[src/rtl/alu_pkg.sv]
// alu_pkg: ALUCtrl code set shared by the ALU, the arbiter and its response slots.
package alu_pkg;
  typedef logic [3:0] alu_op_t;
  localparam alu_op_t ALU_AND  = 4'b0000;
  localparam alu_op_t ALU_OR   = 4'b0001;
  localparam alu_op_t ALU_ADD  = 4'b0010;
  localparam alu_op_t ALU_SLL  = 4'b0011;
  localparam alu_op_t ALU_SRL  = 4'b0100;
  localparam alu_op_t ALU_SUB  = 4'b0110;
  localparam alu_op_t ALU_SLT  = 4'b0111;
  localparam alu_op_t ALU_ADDU = 4'b1000;
  localparam alu_op_t ALU_SUBU = 4'b1001;
  localparam alu_op_t ALU_XOR  = 4'b1010;
  localparam alu_op_t ALU_SLTU = 4'b1011;
  localparam alu_op_t ALU_NOR  = 4'b1100;
  localparam alu_op_t ALU_SRA  = 4'b1101;
  localparam alu_op_t ALU_LUI  = 4'b1110;
  function automatic logic is_legal_op(input alu_op_t op);
    return !(op == 4'b0101 || op == 4'b1111);
  endfunction
endpackage

[src/rtl/alu_rsp_slot.sv]
// alu_rsp_slot: one-entry response buffer; a capture on the same edge as a drain
// replaces the entry and keeps valid high.
module alu_rsp_slot
  import alu_pkg::*;
#(
  parameter int DATA_W = 32,
  parameter int TAG_W  = 4
) (
  input  logic              clk,
  input  logic              rst_n,
  input  logic              grant,
  input  alu_op_t           op,
  input  logic [DATA_W-1:0] data,
  input  logic              zero,
  input  logic [TAG_W-1:0]  tag,
  input  logic              rsp_ready,
  output logic              free,
  output logic              rsp_valid,
  output logic [DATA_W-1:0] rsp_data,
  output logic              rsp_zero,
  output logic              rsp_illegal,
  output logic [TAG_W-1:0]  rsp_tag
);
  assign free = !rsp_valid || rsp_ready;
  always_ff @(posedge clk or negedge rst_n)
    if (!rst_n) begin
      rsp_valid   <= 1'b0;
      rsp_data    <= '0;
      rsp_zero    <= 1'b0;
      rsp_illegal <= 1'b0;
      rsp_tag     <= '0;
    end else if (grant) begin
      rsp_valid   <= 1'b1;
      rsp_data    <= data;
      rsp_zero    <= zero;
      rsp_illegal <= !is_legal_op(op);
      rsp_tag     <= tag;
    end else if (rsp_ready) begin
      rsp_valid <= 1'b0;
    end
endmodule

[src/rtl/alu_share_arbiter.sv]
// alu_share_arbiter: round-robin sharing of one combinational ALU between EX (0) and
// the address/branch unit (1). Optional requester lock under macro ALU_SHARE_LOCK_EN.
module alu_share_arbiter
  import alu_pkg::*;
#(
  parameter int DATA_W = 32,
  parameter int TAG_W  = 4
) (
  input  logic              CLK,
  input  logic              Resetb,
`ifdef ALU_SHARE_LOCK_EN
  input  logic              req0_lock,
  input  logic              req1_lock,
`endif
  input  logic              req0_valid,
  output logic              req0_ready,
  input  alu_op_t           req0_op,
  input  logic [DATA_W-1:0] req0_a,
  input  logic [DATA_W-1:0] req0_b,
  input  logic [TAG_W-1:0]  req0_tag,
  output logic              rsp0_valid,
  input  logic              rsp0_ready,
  output logic [DATA_W-1:0] rsp0_data,
  output logic              rsp0_zero,
  output logic              rsp0_illegal,
  output logic [TAG_W-1:0]  rsp0_tag,
  input  logic              req1_valid,
  output logic              req1_ready,
  input  alu_op_t           req1_op,
  input  logic [DATA_W-1:0] req1_a,
  input  logic [DATA_W-1:0] req1_b,
  input  logic [TAG_W-1:0]  req1_tag,
  output logic              rsp1_valid,
  input  logic              rsp1_ready,
  output logic [DATA_W-1:0] rsp1_data,
  output logic              rsp1_zero,
  output logic              rsp1_illegal,
  output logic [TAG_W-1:0]  rsp1_tag,
  output logic [DATA_W-1:0] alu_busa,
  output logic [DATA_W-1:0] alu_busb,
  output alu_op_t           alu_ctrl,
  input  logic [DATA_W-1:0] alu_busw,
  input  logic              alu_zero
);
  logic free0, free1, el0, el1, g0, g1, rr_ptr, block0, block1;
`ifdef ALU_SHARE_LOCK_EN
  logic lock_q, lock_sel;
  // While locked, rr_ptr names the owner and the other side is masked off.
  assign block0   = lock_q && rr_ptr;
  assign block1   = lock_q && !rr_ptr;
  assign lock_sel = g0 ? req0_lock : req1_lock;
  always_ff @(posedge CLK or negedge Resetb)
    if (!Resetb) begin
      rr_ptr <= 1'b0;
      lock_q <= 1'b0;
    end else if (g0 || g1) begin
      rr_ptr <= lock_sel ? g1 : g0;
      lock_q <= lock_sel;
    end
`else
  assign block0 = 1'b0;
  assign block1 = 1'b0;
  always_ff @(posedge CLK or negedge Resetb)
    if (!Resetb) rr_ptr <= 1'b0;
    else if (g0 || g1) rr_ptr <= g0;
`endif
  assign el0 = Resetb && req0_valid && free0 && !block0;
  assign el1 = Resetb && req1_valid && free1 && !block1;
  assign g0  = el0 && (!el1 || !rr_ptr);
  assign g1  = el1 && (!el0 || rr_ptr);
  assign req0_ready = g0;
  assign req1_ready = g1;
  assign alu_ctrl = g0 ? req0_op : g1 ? req1_op : ALU_AND;
  assign alu_busa = g0 ? req0_a : g1 ? req1_a : '0;
  assign alu_busb = g0 ? req0_b : g1 ? req1_b : '0;
  alu_rsp_slot #(.DATA_W(DATA_W), .TAG_W(TAG_W)) u_slot0 (
    .clk(CLK), .rst_n(Resetb), .grant(g0), .op(alu_ctrl), .data(alu_busw),
    .zero(alu_zero), .tag(req0_tag), .rsp_ready(rsp0_ready), .free(free0),
    .rsp_valid(rsp0_valid), .rsp_data(rsp0_data), .rsp_zero(rsp0_zero),
    .rsp_illegal(rsp0_illegal), .rsp_tag(rsp0_tag)
  );
  alu_rsp_slot #(.DATA_W(DATA_W), .TAG_W(TAG_W)) u_slot1 (
    .clk(CLK), .rst_n(Resetb), .grant(g1), .op(alu_ctrl), .data(alu_busw),
    .zero(alu_zero), .tag(req1_tag), .rsp_ready(rsp1_ready), .free(free1),
    .rsp_valid(rsp1_valid), .rsp_data(rsp1_data), .rsp_zero(rsp1_zero),
    .rsp_illegal(rsp1_illegal), .rsp_tag(rsp1_tag)
  );
endmodule

[config.mk]
export PLATFORM = sky130hd
export DESIGN_NAME = alu_share_arbiter
export DESIGN_NICKNAME = d
export VERILOG_FILES = /design/src/rtl/alu_pkg.sv /design/src/rtl/alu_rsp_slot.sv /design/src/rtl/alu_share_arbiter.sv
export SDC_FILE = /design/constraint.sdc
export NUM_CORES = 1
export LEC_CHECK = 0
export CAP_MARGIN = 25
export CORE_AREA = 2 2 129 131
export DETAILED_ROUTE_END_ITERATION = 8
export DIE_AREA = 0 0 131 133
export SLEW_MARGIN = 20
export SYNTH_ARGS = -nofsm -noshare
export SYNTH_HDL_FRONTEND = slang
export SYNTH_SLANG_ARGS = --single-unit
[constraint.sdc]
create_clock -name CLK -period 1.9 [get_ports CLK]
set_input_delay 0.19 -clock CLK [delete_from_list [all_inputs] [get_ports CLK]]
set_output_delay 0.19 -clock CLK [all_outputs]
set_load 0.02 [all_outputs]
==> results.py, run 1 <==
metrics = {
    "outcome": {
        "status": "complete, but fails checks",
        "violations": "setup timing",
    },
    "synth": {
        "synth.area.top_cells": "dfrtp_1, nand2_1, a22o_1, buf_2, buf_4",
        "synth_area_leader_cell": "dfrtp_1",
        "ys_warn_count": 0,
        "synth_area_mm2": 0.00374,
        "synth_edf_count": 0,
        "avgSynthCellArea_um2": 8.83,
        "async_reset_ff_frac": 1.00,
        "synth_ff_type": "dfrtp_1",
        "yosysMostFrequentCell": "nand2_1",
        "seq_area_frac_synth": 0.528,
        "syn_nets": 607,
        "synthCells": 424,
        "yosys_register_bits": 79,
        "yosysUniqueCellTypes": 20,
        "netlist.area_leader.share": 0.528,
        "ys_top_cells_by_count": "nand2_1, dfrtp_1, a22o_1",
    },
    "cells_and_area": {
        "nFillCells": 1458,
        "ff_latch_area_mm2": 0.00198,
        "drive_gt1_frac": 0.186,
        "fin_util": 0.512,
        "nNetsFinal": 969,
        "multi_input_area_mm2": 0.00165,
        "area_growth_pct": 121,
    },
    "timing": {
        "fin_skew_ns": 0.00749,
        "slew_headroom": 0.539,
        "hold_violations": 0,
        "worstMarginPinSlew_ns": 0.691,
        "min_period_ns": 2.12,
        "worst_slack_ns": -0.219,
        "grt_setup_unrepaired": "true",
        "fmaxAchievable_mhz": 472,
        "totalNegativeSetupSlack_ns": -13.25,
        "setup_viol": 71,
        "period_share": 1.12,
        "slew_viol_final": 0,
    },
    "drt": {
        "vias": 4586,
        "wl_per_cell_um": 18.9,
        "drt_wl_total_um": 19100,
        "ant_nets": 0,
        "drc_errors": 0,
        "first_iter_violations": 137,
        "via_per_inst": 4.53,
        "dr.pass1.iters": 5,
    },
    "clock_tree": {
        "numCtsBuffers": 9,
        "path_clk_slew_ns": 0.06,
        "clock_path_buffers": 2,
        "cts_tree": "built",
        "htreeDepth": 3,
        "cts.sinks": 79,
        "clkLatencyLatePin_ns": 0.33,
        "cts_root_buf": "clkbuf_16",
    },
    "die": {
        "fp.coreArea_mm2": 0.0162,
        "die_h_um": 133,
        "ios": 331,
        "rows": 47,
        "fp.dieW_um": 131,
        "die_area_mm2": 0.0174,
        "start_util": 0.231,
    },
    "global_routing": {
        "gr-total-overflow": 0,
        "antenna_found_initial": 3,
        "met2_usage": 0.337,
        "met3_usage": 0.0886,
        "grt_max_degree": 53,
        "groute.layer.met1.usage": 0.252,
        "grt_usage": 0.207,
        "grt_pass1_wl_um": 27500,
        "grt-busiest-layer": "met2",
        "grt_pass1_vias": 4739,
    },
    "worst_setup_path": {
        "path_class": "register to output pin",
        "cp.required_ns": 1.71,
        "critPathArrivalTime_ns": 1.93,
        "startpoint_type": "register",
        "crit_fanout": 8,
        "end_kind": "output pin",
    },
    "place": {
        "hpwl_um": 13400,
        "portBuffers": 330,
        "gp_congestion": 0.891,
        "dp_slack_ns": -0.611,
    },
    "power": {
        "ir_drop_uv": 635,
        "power_w": 0.00758,
        "power.leakage_nw": 3.86,
        "cellPowerDensity_mw_per_mm2": 915,
    },
    "flow_run": {
        "drv_cap": 0,
    },
    "hold_path": {
        "hp-class": "primary input to asynchronous set/reset pin",
    },
}
==> layout make-up <==
| class | count | share of cell area |
|---|---|---|
| Antenna cell | 1 | 0.000302 |
| Clock inverter | 4 | 0.00846 |
| Multi-Input combinational cell | 312 | 0.199 |
| Inverter | 3 | 0.00348 |
| Timing Repair inverter | 1 | 0.000756 |
| Tap cell | 220 | 0.0333 |
| Clock buffer | 12 | 0.0286 |
| Sequential cell | 79 | 0.239 |
| Timing Repair Buffer | 380 | 0.488 |
==> metrics by stage <==
step | cells | area [um2] | hold slack [ns]
CTS | 1007 | 7940 | 0.0462
global placement | 967 | 7360 | 0.00334
detailed placement | 967 | 7360 | 0.00604
floorplan | 424 | 3740 | -0.106
global route | 1011 | 8280 | 0.124
finish | 1012 | 8280 | 0.0867
==> worst paths after layout <==
kind | from | to | slack, ns | depth (start not counted)
worst max-delay path | u_slot0.rsp_valid$_DFFE_PN0P_ | alu_busb[31] | -0.22 | 7
worst min-delay path | Resetb | u_slot0.rsp_illegal$_DFFE_PN0P_ | 0.09 | 3
worst max register to register | u_slot0.rsp_valid$_DFFE_PN0P_ | u_slot0.rsp_illegal$_DFFE_PN0P_ | -0.14 | 10
worst min register to register | u_slot1.rsp_data[20]$_DFFE_PN0N_ | u_slot1.rsp_data[20]$_DFFE_PN0N_ | 0.47 | 2
max in group asynchronous | Resetb | u_slot1.rsp_data[17]$_DFFE_PN0N_ | 1.20 | 3
min in group CLK | Resetb | rr_ptr$_DFFE_PN0P_ | 0.17 | 2
==> repair_timing <==
item,CTS,global route
cloned,7,8
gates resized for setup,373,83
pin swaps,7,27
setup buffers,16,5
setup endpoints to repair,97,107
hold buffers,1,0
endpoints found under the hold margin,2,0
==> per-layer routing <==
layer | wire length, um | part of all wire | up-vias
met5 | 27 | 0.0014 | -
met4 | 322 | 0.017 | 4
met3 | 1890 | 0.099 | 32
met2 | 9050 | 0.47 | 199
met1 | 7830 | 0.41 | 2216
li1 | - | - | 2135
==> power by group <==
part / leakage (nW) / switching [W] / internal [W] / total (W)
clock: 0.151 / 0.000660 / 0.00115 / 0.00181
combinational: 2.73 / 0.00165 / 0.00178 / 0.00342
sequential: 0.982 / 0.000245 / 0.00210 / 0.00234
total: 3.86 / 0.00255 / 0.00502 / 0.00758
==> critical path: stages, from the launching register on <==
cell	delay, ns
dfrtp_1	0.38
nor2b_4	0.14
o311a_4	0.40
nand2_8	0.11
inv_12	0.06
buf_12	0.14
a22o_1	0.22
buf_6	0.14
==> placed cells by master (no fill, tap or decap), types with 3 or more instances in the layout <==
cell type        instances
a22oi_2                  4
nand2_1                228
clkbuf_1                 3
clkbuf_16               15
buf_4                   30
a22o_1                  64
buf_2                    5
nor2b_1                  4
dfrtp_1                 79
buf_6                   64
buf_12                  10
clkdlybuf4s50_1        259
buf_16                   3
==> sequential cells by signal (all words and copies together) (netlist names) <==
| name | flops |
|---|---|
| u_slot0.rsp_data | 32 |
| u_slot1.rsp_data | 32 |
| u_slot0.rsp_tag | 4 |
| u_slot1.rsp_tag | 4 |
| rr_ptr | 1 |
| u_slot0.rsp_illegal | 1 |
| u_slot0.rsp_valid | 1 |
| u_slot0.rsp_zero | 1 |
| u_slot1.rsp_illegal | 1 |
| u_slot1.rsp_valid | 1 |
| u_slot1.rsp_zero | 1 |
==> logic make-up after synthesis <==
family | Yosys count | share of synthesized area
compound gates | 74 | 0.176
xor+xnor | 1 | 0.00234
buf+inv | 33 | 0.0488
flops | 79 | 0.528
simple gates | 237 | 0.245
Power figures use the tool's default switching activity.
==> run 2, diff against run 1 <==
Settings changed: GPL_ROUTABILITY_DRIVEN from default to 0, SLEW_MARGIN 20 to 25.
==> results of run 2 <==
Final layout, timing and power as in run 1 (identical DEF).
